===== config.mk =====
export PLATFORM = sky130hd
export DESIGN_NAME = pwm_capture
export DESIGN_NICKNAME = d
export VERILOG_FILES = /design/src/rtl/pwm_pkg.sv /design/src/rtl/pwm_capture_sync_edge.sv /design/src/rtl/pwm_capture.sv
export SDC_FILE = /design/constraint.sdc
export NUM_CORES = 1
export LEC_CHECK = 0
export CAP_MARGIN = 20
export CORE_UTILIZATION = 32
export DETAILED_ROUTE_END_ITERATION = 7
export PLACE_DENSITY = 0.54
export SETUP_SLACK_MARGIN = 0.4
export SLEW_MARGIN = 20
export SYNTH_ARGS = -nofsm -noshare
export SYNTH_HDL_FRONTEND = slang
export SYNTH_SLANG_ARGS = --single-unit

===== constraint.sdc =====
create_clock -name clk -period 3.6 [get_ports clk]
set_input_delay 0.72 -clock clk [delete_from_list [all_inputs] [get_ports clk]]
set_output_delay 0.72 -clock clk [all_outputs]
set_load 0.01 [all_outputs]

===== src/rtl/pwm_pkg.sv =====
// Shared types and default timing constants for the PWM capture block.
package pwm_pkg;

  typedef enum logic [1:0] {
    SYNC_LOW  = 2'd0,
    WAIT_RISE = 2'd1,
    HIGH      = 2'd2,
    LOW       = 2'd3
  } state_t;

  localparam int PWM_INTERVAL_DEF = 1200;
  localparam int TIMEOUT_DEF      = 2400;

endpackage


===== src/rtl/pwm_capture_sync_edge.sv =====
// Two-flop synchronizer with registered rise/fall detection of the synchronized input.
module sync_edge (
  input  logic clk,
  input  logic rst_n,
  input  logic d_i,
  output logic sin_o,
  output logic sin_vld_o,
  output logic rise_o,
  output logic fall_o
);

  logic meta_q, sync_q, prev_q;
  logic vld_meta_q, vld_sync_q;

  // The valid shift chain tracks the data chain, so sin is only trusted
  // once it reflects the real pin rather than the reset value.
  always_ff @(posedge clk or negedge rst_n) begin
    if (!rst_n) begin
      meta_q     <= 1'b0;
      sync_q     <= 1'b0;
      prev_q     <= 1'b0;
      vld_meta_q <= 1'b0;
      vld_sync_q <= 1'b0;
    end else begin
      meta_q     <= d_i;
      sync_q     <= meta_q;
      prev_q     <= sync_q;
      vld_meta_q <= 1'b1;
      vld_sync_q <= vld_meta_q;
    end
  end

  assign sin_o     = sync_q;
  assign sin_vld_o = vld_sync_q;
  assign rise_o    = sync_q & ~prev_q;
  assign fall_o    = ~sync_q & prev_q;

endmodule


===== src/rtl/pwm_capture.sv =====
// Measures high time and period of an asynchronous PWM input, with
// stuck-high / stuck-low reporting when no rising edge arrives in time.
module pwm_capture
  import pwm_pkg::*;
#(
  parameter  int PWM_INTERVAL = PWM_INTERVAL_DEF,
  parameter  int TIMEOUT      = TIMEOUT_DEF,
  localparam int DW           = $clog2(PWM_INTERVAL + 1),
  localparam int PW           = $clog2(TIMEOUT + 1)
) (
  input  logic          clk,
  input  logic          rst_n,
  input  logic          pwm_in,
  output logic [DW-1:0] duty_value,
  output logic [PW-1:0] period_value,
  output logic          meas_valid,
  output logic          stuck_high,
  output logic          stuck_low
);

  localparam logic [PW-1:0] TO_C   = PW'(TIMEOUT);
  localparam logic [PW-1:0] PI_P   = PW'(PWM_INTERVAL);
  localparam logic [DW-1:0] PI_D   = DW'(PWM_INTERVAL);
  localparam logic [PW-1:0] ONE_P  = PW'(1);

  logic sin, sin_vld, rise, fall;

  sync_edge u_sync_edge (
    .clk      (clk),
    .rst_n    (rst_n),
    .d_i      (pwm_in),
    .sin_o    (sin),
    .sin_vld_o(sin_vld),
    .rise_o   (rise),
    .fall_o   (fall)
  );

  state_t        state_q;
  logic [PW-1:0] hi_cnt_q, per_cnt_q;
  logic [DW-1:0] duty_q, duty_d;
  logic [PW-1:0] period_q;
  logic          valid_q, stuck_hi_q, stuck_lo_q;

  always_comb begin
    duty_d = (hi_cnt_q > PI_P) ? PI_D : hi_cnt_q[DW-1:0];
  end

  always_ff @(posedge clk or negedge rst_n) begin
    if (!rst_n) begin
      state_q    <= SYNC_LOW;
      hi_cnt_q   <= '0;
      per_cnt_q  <= '0;
      duty_q     <= '0;
      period_q   <= '0;
      valid_q    <= 1'b0;
      stuck_hi_q <= 1'b0;
      stuck_lo_q <= 1'b0;
    end else begin
      valid_q <= 1'b0;
      case (state_q)
        SYNC_LOW: begin
          if (sin_vld && !sin) state_q <= WAIT_RISE;
        end
        WAIT_RISE: begin
          if (rise) begin
            state_q   <= HIGH;
            hi_cnt_q  <= ONE_P;
            per_cnt_q <= ONE_P;
          end
        end
        HIGH: begin
          if (per_cnt_q == TO_C) begin
            state_q    <= SYNC_LOW;
            duty_q     <= PI_D;
            period_q   <= TO_C;
            stuck_hi_q <= 1'b1;
            stuck_lo_q <= 1'b0;
            valid_q    <= 1'b1;
          end else begin
            per_cnt_q <= per_cnt_q + ONE_P;
            if (fall) state_q <= LOW;
            else if (sin && hi_cnt_q != TO_C) hi_cnt_q <= hi_cnt_q + ONE_P;
          end
        end
        LOW: begin
          // A rising edge on the timeout cycle still closes a normal period.
          if (rise) begin
            state_q    <= HIGH;
            duty_q     <= duty_d;
            period_q   <= per_cnt_q;
            stuck_hi_q <= 1'b0;
            stuck_lo_q <= 1'b0;
            valid_q    <= 1'b1;
            hi_cnt_q   <= ONE_P;
            per_cnt_q  <= ONE_P;
          end else if (per_cnt_q == TO_C) begin
            state_q    <= SYNC_LOW;
            duty_q     <= '0;
            period_q   <= TO_C;
            stuck_hi_q <= 1'b0;
            stuck_lo_q <= 1'b1;
            valid_q    <= 1'b1;
          end else begin
            per_cnt_q <= per_cnt_q + ONE_P;
          end
        end
        default: state_q <= SYNC_LOW;
      endcase
    end
  end

  assign duty_value   = duty_q;
  assign period_value = period_q;
  assign meas_valid   = valid_q;
  assign stuck_high   = stuck_hi_q;
  assign stuck_low    = stuck_lo_q;

endmodule


==> out/qor.yml <==
sta:
  hold_violation_count_in_the_final_report: 0
  timing.max_slew.rel_slack: 0.5192
  max_slew.worst_pin.slew_ns: 0.7212
  hold_worst_slack_ns: 0.3494
  max_slew_vio_count: 0
  final.setup.tns_ns: 0
  max_clock_freq_mhz: 380.2
  setup_viol: 0
  final_period_minus_worst_setup_slack_ns: 2.630
  rsz0062_at_grt: "no"
  final.period_utilization: 0.7306
  clock-skew-final_ns: 0.007880
clock_tree:
  inserted_clock_buffers: 9
  h-tree-depth: 3
  postCtsResizedCells: 0
  post-cts-setup-buffers: 0
  clk_root_buffer_cell: "sky130_fd_sc_hd__clkbuf_8"
  clk-insertion-delay-late_ns: 0.33
  cts_hold_buf: 0
  clk_pin_slew_worst_paths_ns: 0.06
  cts_sinks: 57
  clock_path_buffers: 2
  tritoncts_clock_tree: "done"
finish:
  nets: 269
  area.growth.synth_to_final_pct: 21.55
  commonest_non_fill_non_tap_cell_in_the_layout: "sky130_fd_sc_hd__dfrtp_1"
  fin_cells: 369
  nFillCells: 790
  final_layout_size_suffix_gt1_frac: 0.1086
  mostFrequentLayoutCells: "sky130_fd_sc_hd__dfrtp_1 (57), sky130_fd_sc_hd__clkdlybuf4s50_1 (27), sky130_fd_sc_hd__nand2_1 (15), sky130_fd_sc_hd__nor2_1 (15), sky130_fd_sc_hd__clkbuf_8 (15)"
  stdcell_area_um2: 3189
  num_antenna_cells: 0
pwr:
  static_leakage_nw: 1.328
  cellPowerDensity_nw_per_um2: 639.9
  max-vdd-ir-drop_uv: 156.0
worst_setup_path:
  cp_max_fo: 18
  critPathRequiredTime_ns: 3.82
  arrival_ns: 2.85
  timing.critical_path.from_type: "flip-flop"
  path_class: "flip-flop to flip-flop"
  timing.critical_path.to_type: "flip-flop"
grt:
  grt_max_degree: 31
  grt_pass1_wl_um: 9646
  grt_overflow_total: 0
  grt.total_usage: 0.1495
  first_global_vias: 1856
  antenna_found_initial: 0
synth:
  ys_ff_latch: 57
  synth_area_um2: 2624
  syn_avg_cell_area_um2: 11.21
  synth_top_cell_area_share: 0.5436
  syn-num-nets: 241
  synth_top_area_cell: "sky130_fd_sc_hd__dfrtp_1"
  synth_area_leaders: "sky130_fd_sc_hd__dfrtp_1 (54%), sky130_fd_sc_hd__a22o_1 (4.7%), sky130_fd_sc_hd__nand2_1 (2.1%), sky130_fd_sc_hd__nor2_1 (2.1%), sky130_fd_sc_hd__ha_1 (1.9%)"
  yosysSeqAreaShare: 0.5436
  mapped_cells: 234
  number_of_flops_mapped_to_enable_cells_by_yosys: 0
  synth_cell_type_count: 53
  ys_async_sr_fraction: 1.000
  synth.yosys.warnings: 0
  ys.flop_type: "sky130_fd_sc_hd__dfrtp_1"
place:
  placed_cells_incl_taps: 353
  place.port_buffers: 28
  place_area_um2: 2978
  globalplace.congestion: 0.7721
  dp_hpwl_um: 3819
route:
  drt-pass1-iter-count: 4
  vias: 1906
  ant_nets: 0
  via_per_inst: 5.165
  detail_route.iter0.violations: 80
  detail_route.wl_per_cell_um: 15.33
  drc_violation_count_after_routing: 0
  detail_route.wirelength_um: 5657
floorplan:
  ios: 29
  floorplan.initialDensity: 0.3343
  floorplan.rows: 32
  core_region_area_um2: 7848
  die_y_um: 92.55
  die_area_um2: 8566
  dieWidth_um: 92.55
run:
  drv_cap: 0
min_path:
  hold_path.class: "flip-flop to flip-flop"
run_status:
  outcome: "finished clean"
## power by group
part           internal, mW  total (mW)  switching, mW  leakage [nW]
Clock                 0.362       0.606          0.244         0.112
Sequential            0.781       0.916          0.135         0.738
Combinational         0.292       0.519          0.227         0.478
Total                  1.43        2.04          0.606          1.33
## metal layers
metal / vias up / track usage / wire length (um)
li1: 922 / - / -
met1: 932 / 0.2125 / 2892
met2: 42 / 0.2111 / 2433
met3: 10 / 0.03284 / 210
met4: 0 / 0.07813 / 121
met5: - / 0 / 0
## sequential cells by signal, summed over array words and instances, names as in the netlist
signal / flops
u_sync_edge.vld_meta_q: 1
period_value: 12
duty_value: 11
meas_valid: 1
stuck_high: 1
state_q: 2
u_sync_edge.sin_o: 1
u_sync_edge.sin_vld_o: 1
stuck_low: 1
per_cnt_q: 12
u_sync_edge.meta_q: 1
hi_cnt_q: 12
u_sync_edge.prev_q: 1
## layout make-up
type,count,area [um^2],share of cell area
Clock buffer,15,206.4,0.06473
Clock inverter,1,5.005,0.001569
Inverter,11,42.54,0.01334
Multi-Input combinational cell,154,1099,0.3444
Sequential cell,57,1426,0.4472
Tap cell,102,127.6,0.04002
Timing Repair Buffer,29,282.8,0.08866
## final timing paths
check | startpoint | to | slack [ns] | cells past startpoint
worst min-delay path | u_sync_edge.vld_meta_q | u_sync_edge.sin_vld_o | 0.35 | 0
worst max-delay path | per_cnt_q[0] | duty_value[4] | 0.97 | 7
worst max register to register | per_cnt_q[0] | duty_value[4] | 0.97 | 7
worst min register to register | u_sync_edge.vld_meta_q | u_sync_edge.sin_vld_o | 0.35 | 0
max in group asynchronous | rst_n | duty_value[0] | 2.35 | 2
min in group asynchronous | rst_n | hi_cnt_q[4] | 0.43 | 1
## worst max-delay path, stage by stage, from the launching register on
cell and delay, ns:
sky130_fd_sc_hd__dfrtp_1 0.41, sky130_fd_sc_hd__inv_1 0.10, sky130_fd_sc_hd__ha_1 0.15, sky130_fd_sc_hd__or3b_2 0.53
sky130_fd_sc_hd__nor3_4 0.48, sky130_fd_sc_hd__o21ai_4 0.28, sky130_fd_sc_hd__clkinv_2 0.21, sky130_fd_sc_hd__mux2_2 0.34
## cell families (layout without fill, tap and decap cells)
family / count (synthesis) / after routing / share of synthesized area
compound gates: 62 / 62 / 0.1912
xor+xnor: 7 / 7 / 0.02337
fa+ha+maj: 4 / 4 / 0.01908
buf+inv: 23 / 56 / 0.03767
flops: 57 / 57 / 0.5436
mux: 8 / 8 / 0.03290
other cells: 1 / 1 / 0.001429
simple gates: 72 / 72 / 0.1507
## cells in the mapped netlist (3+ instances only)
| cell | instances |
|---|---|
| sky130_fd_sc_hd__a211oi_1 | 3 |
| sky130_fd_sc_hd__a21oi_1 | 9 |
| sky130_fd_sc_hd__a22o_1 | 14 |
| sky130_fd_sc_hd__clkbuf_1 | 8 |
| sky130_fd_sc_hd__dfrtp_1 | 57 |
| sky130_fd_sc_hd__ha_1 | 4 |
| sky130_fd_sc_hd__inv_1 | 10 |
| sky130_fd_sc_hd__mux2_1 | 3 |
| sky130_fd_sc_hd__mux2i_1 | 3 |
| sky130_fd_sc_hd__nand2_1 | 15 |
| sky130_fd_sc_hd__nand3_1 | 9 |
| sky130_fd_sc_hd__nand4_1 | 4 |
| sky130_fd_sc_hd__nor2_1 | 15 |
| sky130_fd_sc_hd__nor3_1 | 4 |
| sky130_fd_sc_hd__nor4_1 | 5 |
| sky130_fd_sc_hd__o211ai_1 | 3 |
| sky130_fd_sc_hd__o21a_1 | 5 |
| sky130_fd_sc_hd__o21ai_0 | 6 |
| sky130_fd_sc_hd__o22a_1 | 3 |
| sky130_fd_sc_hd__o31ai_1 | 6 |
| sky130_fd_sc_hd__or3_1 | 4 |
| sky130_fd_sc_hd__xnor2_1 | 4 |
| sky130_fd_sc_hd__xor2_1 | 3 |
## metrics by stage
stage / total power, mW / worst slack (ns) / utilization
after global routing: 2.168 / 0.8062 / 0.4064
after global placement: 1.442 / 1.056 / 0.3795
after CTS: 2.068 / 0.9711 / 0.4064
after detailed placement: 1.451 / 0.9942 / 0.3795
after floorplan: 1.187 / 1.549 / -
final: 2.041 / 0.9700 / 0.4064
(Power assumes the default switching activity.)
